--- config.mk ---
export PLATFORM = sky130hd
export DESIGN_NAME = switch_press_counter_flat
export DESIGN_NICKNAME = d
export VERILOG_FILES = /design/src/rtl/switch_press_counter_pkg.sv /design/src/rtl/switch_press_counter_if.sv /design/src/rtl/switch_press_counter_debounce_filter.sv /design/src/rtl/switch_press_counter.sv /design/src/flat_wrapper.sv
export SDC_FILE = /design/constraint.sdc
export NUM_CORES = 1
export LEC_CHECK = 0
export ABC_AREA = 1
export BUFFER_PORTS_ARGS = -buffer_cell sky130_fd_sc_hd__buf_2
export CORE_MARGIN = 2
export CORE_UTILIZATION = 25
export CTS_CLUSTER_SIZE = 24
export DETAILED_ROUTE_END_ITERATION = 10
export RECOVER_POWER = 100
export SLEW_MARGIN = 20
export SYNTH_ARGS = -nofsm -noshare
export SYNTH_HDL_FRONTEND = slang
export SYNTH_SLANG_ARGS = --single-unit
--- constraint.sdc ---
create_clock -name i_Clk -period 2.1 [get_ports i_Clk]
set_clock_uncertainty 0.2 [all_clocks]
set_input_delay 0.105 -clock i_Clk [delete_from_list [all_inputs] [get_ports i_Clk]]
set_output_delay 0.105 -clock i_Clk [all_outputs]
set_load 0.005 [all_outputs]
--- src/rtl/switch_press_counter_pkg.sv ---
// Shared constants for the Go Board button projects.
// The count width matches the dual 7-segment driver's input.
package switch_press_counter_pkg;

    localparam int unsigned c_DEBOUNCE_25MHZ_10MS = 250000;
    localparam int unsigned c_COUNT_WIDTH         = 8;

    typedef logic [c_COUNT_WIDTH-1:0] count_t;

endpackage

--- src/rtl/switch_press_counter_if.sv ---
// Switch/clear inputs and count/strobe/level outputs of the press counter.
interface switch_press_counter_if;
    import switch_press_counter_pkg::*;

    logic   i_Switch;
    logic   i_Clear;
    count_t o_Count;
    logic   o_Press_Pulse;
    logic   o_Switch_Debounced;

    modport master (
        output i_Switch,
        output i_Clear,
        input  o_Count,
        input  o_Press_Pulse,
        input  o_Switch_Debounced
    );

    modport slave (
        input  i_Switch,
        input  i_Clear,
        output o_Count,
        output o_Press_Pulse,
        output o_Switch_Debounced
    );

endinterface

--- src/rtl/switch_press_counter_debounce_filter.sv ---
// Two-flop pin synchronizer followed by a hold-time debounce filter.
// A new level is accepted only after DEBOUNCE_LIMIT consecutive differing cycles.
module switch_press_counter_debounce_filter
    import switch_press_counter_pkg::*;
#(
    parameter int unsigned DEBOUNCE_LIMIT = c_DEBOUNCE_25MHZ_10MS
) (
    input  logic i_Clk,
    input  logic i_Rst_L,
    input  logic i_Bouncy,
    output logic o_Debounced
);

    localparam int unsigned      CntW   = $clog2(DEBOUNCE_LIMIT);
    localparam logic [CntW-1:0] CntMax = CntW'(DEBOUNCE_LIMIT - 1);

    logic [1:0]      sync_q;
    logic            s_sync;
    logic            stable_q, stable_d;
    logic [CntW-1:0] cnt_q, cnt_d;

    assign s_sync = sync_q[1];

    // Any cycle matching the stable level restarts the hold count.
    always_comb begin
        stable_d = stable_q;
        cnt_d    = '0;
        if (s_sync != stable_q) begin
            if (cnt_q == CntMax) begin
                stable_d = s_sync;
            end else begin
                cnt_d = cnt_q + 1'b1;
            end
        end
    end

    always_ff @(posedge i_Clk) begin
        if (!i_Rst_L) begin
            sync_q   <= '0;
            stable_q <= 1'b0;
            cnt_q    <= '0;
        end else begin
            sync_q   <= {sync_q[0], i_Bouncy};
            stable_q <= stable_d;
            cnt_q    <= cnt_d;
        end
    end

    assign o_Debounced = stable_q;

endmodule

--- src/rtl/switch_press_counter.sv ---
// Counts debounced button presses (or releases) into a wrapping 8-bit total
// with a one-cycle strobe on each increment; clear wins over a coincident press.
module switch_press_counter
    import switch_press_counter_pkg::*;
#(
    parameter int unsigned DEBOUNCE_LIMIT   = c_DEBOUNCE_25MHZ_10MS,
    parameter bit          COUNT_ON_RELEASE = 1'b0
) (
    input  logic                   i_Clk,
    input  logic                   i_Rst_L,
    switch_press_counter_if.slave  bus_io
);

    logic   stable;
    logic   prev_q;
    logic   evt;
    count_t count_q, count_d;
    logic   pulse_q, pulse_d;

    switch_press_counter_debounce_filter #(
        .DEBOUNCE_LIMIT (DEBOUNCE_LIMIT)
    ) u_debounce (
        .i_Clk       (i_Clk),
        .i_Rst_L     (i_Rst_L),
        .i_Bouncy    (bus_io.i_Switch),
        .o_Debounced (stable)
    );

    assign evt = COUNT_ON_RELEASE ? (~stable & prev_q) : (stable & ~prev_q);

    always_comb begin
        count_d = count_q;
        pulse_d = 1'b0;
        if (bus_io.i_Clear) begin
            count_d = '0;
        end else if (evt) begin
            count_d = count_q + 1'b1;
            pulse_d = 1'b1;
        end
    end

    always_ff @(posedge i_Clk) begin
        if (!i_Rst_L) begin
            prev_q  <= 1'b0;
            count_q <= '0;
            pulse_q <= 1'b0;
        end else begin
            prev_q  <= stable;
            count_q <= count_d;
            pulse_q <= pulse_d;
        end
    end

    assign bus_io.o_Count            = count_q;
    assign bus_io.o_Press_Pulse      = pulse_q;
    assign bus_io.o_Switch_Debounced = stable;

endmodule

--- src/flat_wrapper.sv ---
// flat-port wrapper written by rule: the top's interface ports become plain ports
module switch_press_counter_flat import switch_press_counter_pkg::*;
#(
    parameter int unsigned DEBOUNCE_LIMIT   = c_DEBOUNCE_25MHZ_10MS,
    parameter bit          COUNT_ON_RELEASE = 1'b0
)
  (i_Clk, i_Rst_L, bus_io_i_Switch, bus_io_i_Clear, bus_io_o_Count, bus_io_o_Press_Pulse, bus_io_o_Switch_Debounced);
  switch_press_counter_if bus_io_i ();
  input  logic i_Clk;
  input  logic i_Rst_L;
  input wire logic [$bits(bus_io_i.i_Switch)-1:0] bus_io_i_Switch;
  input wire logic [$bits(bus_io_i.i_Clear)-1:0] bus_io_i_Clear;
  output wire logic [$bits(bus_io_i.o_Count)-1:0] bus_io_o_Count;
  output wire logic [$bits(bus_io_i.o_Press_Pulse)-1:0] bus_io_o_Press_Pulse;
  output wire logic [$bits(bus_io_i.o_Switch_Debounced)-1:0] bus_io_o_Switch_Debounced;
  assign bus_io_i.i_Switch = bus_io_i_Switch;
  assign bus_io_i.i_Clear = bus_io_i_Clear;
  assign bus_io_o_Count = bus_io_i.o_Count;
  assign bus_io_o_Press_Pulse = bus_io_i.o_Press_Pulse;
  assign bus_io_o_Switch_Debounced = bus_io_i.o_Switch_Debounced;
  switch_press_counter #(.DEBOUNCE_LIMIT(DEBOUNCE_LIMIT), .COUNT_ON_RELEASE(COUNT_ON_RELEASE)) u_core (.i_Clk(i_Clk), .i_Rst_L(i_Rst_L), .bus_io(bus_io_i));
endmodule
==> flow_summary_export.csv <==
group,metric,value,unit
power_and_ir_drop,pwr-share-seq,55.4,%
power_and_ir_drop,p_int,832.1,µW
clocking,cts-root-buf,"clkbuf_8",
clocking,cts_buffers,5,
worst_setup_path,r2r-start,"u_core.u_debounce.cnt_q[0]$_SDFF_PP0_",
detailed_routing,drt-pass1-iter-count,4,
logic_synthesis,synthCells,226,
global_route,grt_util_met1,13.42,%
logic_synthesis,ys_seq_elements,31,
power_and_ir_drop,switchingPower,235.8,µW
timing,setup_violations,0,
detailed_routing,route.detailed.drc,0,
logic_synthesis,synthDistinctLibCells,23,
timing,period_share,86.66,%
clocking,cts_tree,"built",
placed_design,gp_congestion,0.7999,
worst_setup_path,critPathKind,"flop to flop",
clocking,cts_setup_buffers,0,
detailed_routing,drtIter0Drc,59,
logic_synthesis,ys_seq_area_share,41.13,%
finish,antenna_cells,0,
floorplan,die_width,81.69,µm
timing,fmax,549.5,MHz
hold_path,hold_depth,2,
worst_setup_path,reg2reg_slack,280,ps
timing,hold_violations,0,
power_and_ir_drop,leakagePower,0.0005931,µW
power_and_ir_drop,power_density,607.5,nW/µm²
global_route,gr-max-usage-layer,"met2",
worst_setup_path,cp_max_fo,17,
clocking,cts_resized,0,
clocking,clkTransAtPathRegs,70,ps
hold_path,hold_class,"flop to flop",
floorplan,die_y,81.69,µm
global_route,grt_overflow,0,
hold_path,hold_path.startpoint,"u_core.u_debounce.sync_q[0]$_SDFF_PN0_",
global_route,track_usage,10.00,%
timing,worst_pin_slew,427.1,ps
floorplan,dieArea,6673,µm²
worst_setup_path,critical_path_arrival,1780,ps
placed_design,port_buffers,13,
worst_setup_path,critPathLaunch,"u_core.u_debounce.cnt_q[0]$_SDFF_PP0_",
global_route,grt_first_pass_wirelength,5.023,mm
outcome,status,"finished clean",
worst_setup_path,critPathLaunchType,"flop",
logic_synthesis,synth-edff-count,0,
placed_design,dpl.hpwl,2.248,mm
logic_synthesis,yosysWarningCount,0,
global_route,grt_pass1_vias,1169,
timing,setup_tns,0,ps
clocking,clockBufferDepth,2,
global_route,grt_max_degree,18,
finish,nNetsFinal,255,
worst_setup_path,reg2reg_to,"u_core.u_debounce.cnt_q[11]$_SDFF_PP0_",
detailed_routing,vias,1364,
global_route,grtUsageMet3,2.967,%
hold_path,hold_end,"u_core.u_debounce.sync_q[1]$_SDFF_PN0_",
clocking,clock_sinks,31,
finish,area_delta_synth_final,16.50,%
logic_synthesis,synth_top_area_share,41.13,%
worst_setup_path,required,2060,ps
worst_setup_path,r2r_cells,6,
floorplan,rows,28,
global_route,met2_usage,14.26,%
detailed_routing,ant_nets,0,
floorplan,initial_utilization,25.64,%
logic_synthesis,synth_common_cells,"nand2_1 (64), nor2_1 (44), dfxtp_1 (31)",
power_and_ir_drop,pwr-share-comb,2.1,%
clocking,htree_levels,2,
logic_synthesis,synth_flop_cell,"dfxtp_1",
power_and_ir_drop,p_sw_share,22.08,%
detailed_routing,wl_per_cell,9.422,µm
detailed_routing,viasPerCell,4.197,
timing,slew_violations,0,
run,maxCapViolations,0,
floorplan,ios,14,
logic_synthesis,yosysTopAreaCell,"dfxtp_1",
power_and_ir_drop,ir_worst_vdd,439.9,µV
logic_synthesis,syn_area_per_cell,6.677,µm²
logic_synthesis,synthesis.area,1509,µm²
worst_setup_path,cp-end-kind,"flop",
logic_synthesis,synthesis.nets,232,
timing,relSlewSlack,71.45,%
timing,period_needed,1820,ps
power_and_ir_drop,clock_power_share,42.5,%
floorplan,core,5886,µm²
finish,drive_gt1_share,6.400,%
power_and_ir_drop,power,1068,µW
logic_synthesis,synthArstFlopShare,0,%
logic_synthesis,synthTopCellsByArea,"dfxtp_1 (41%), nand2_1 (16%), nor2_1 (11%)",
detailed_routing,routed_wl,3.062,mm
logic_synthesis,synth_most_common_cell,"nand2_1",
clocking,clk_latency,280,ps
global_route,antenna_found_initial,0,
timing,grt_setup_unrepaired,"false",
power by group through the flow:
stage	clock network (µW)	logic [µW]	registers, µW
floorplan	0	11.9	605
global placement	0	17.2	605
finish	454	22.5	592
global route	496	25.8	591
detailed placement	0	17.5	605
CTS	476	23.2	591
kinds of logic after synthesis:
family	Yosys count	synth area share, %
adder cells (fa/ha/maj)	2	1.658
buffers and inverters	32	8.458
AND/OR/NAND/NOR	137	38.64
XOR/XNOR	5	2.902
flip-flops	31	41.13
AO/OA/AOI/OAI	19	7.214
registers in the layout, indices dropped and copies added, names as in the netlist:
signal                         flops
u_core.u_debounce.o_Debounced      1
u_core.prev_q                      1
u_core.bus_io.o_Count              8
u_core.bus_io.o_Press_Pulse        1
u_core.u_debounce.sync_q           2
u_core.u_debounce.cnt_q           18
final cells by class:
type                       instances  area [µm²]
multi-input combinational        163       748.2
clock buffer                       6       72.57
timing repair buffer              17       93.84
fill                             661        4128
inverter                          31       116.4
sequential                        31       620.6
tap                               75       93.84
clock inverter                     2       12.51
through the flow:
stage                     utilization, %  setup slack, ps  std cells  hold slack (ps)  cell area, µm²
after global routing               29.87            128.8        325            257.2            1758
after CTS                          30.27            328.5        325            221.3            1782
after floorplan                        -            554.8        226           -1.547            1509
final                              29.87            280.2        325            216.9            1758
after global placement             28.15            398.5        313            92.06            1657
after detailed placement           28.15            357.1        313            101.7            1657
routing by layer:
metal  vias to the layer above  share of wire, %  wire, µm
met2                        15                43      1312
li1                        747                 -         -
met5                         -                 0         0
met4                         0               1.8        55
met3                         4               3.1        96
met1                       598                52      1599
worst max-delay path, stage by stage, from the launching register on:
cell and delay (ps):
dfxtp_1 370, ha_1 200, nand2_1 70, nor2_1 180, nand3_1 170, o21bai_4 390, nor2_1 100
how the worst max path moves through the flow:
stage,endpoint,slack [ps],cells after the start
2_1_floorplan,u_core.u_debounce.cnt_q[7]$_SDFF_PP0_,550,7
3_3_place_gp,u_core.u_debounce.cnt_q[11]$_SDFF_PP0_,400,6
3_5_place_dp,u_core.u_debounce.cnt_q[8]$_SDFF_PP0_,360,6
4_1_cts,u_core.u_debounce.cnt_q[11]$_SDFF_PP0_,330,6
5_1_grt,u_core.u_debounce.cnt_q[13]$_SDFF_PP0_,130,6
6_report,u_core.u_debounce.cnt_q[11]$_SDFF_PP0_,280,6
timing repair:
| item | 4_1_cts | 5_1_grt |
|---|---|---|
| endpoints found under the hold margin | 10 | 0 |
| hold buffers | 4 | 0 |
| endpoints found under the setup margin | 0 | 0 |
layout by cell type, fill, tap and decap left out:
cell type      instances
clkinvlp_4             1
buf_2                  4
xor2_1                 4
clkbuf_8               5
o21bai_4               1
inv_1                 30
and2_1                 1
and2_0                 1
clkbuf_1              10
xnor2_1                1
nand4_1                4
inv_2                  1
ha_1                   2
nor2_4                 1
nor2_1                45
dlygate4sd3_1          4
nor2_2                 1
clkinv_2               1
dfxtp_1               31
a21oi_1               14
nand2_1               64
o21ai_1                1
o21ai_0                3
nor3_2                 1
nand3_1               12
or2_0                  1
nor3_1                 6
Note: power is estimated with default switching activity, not from simulation.
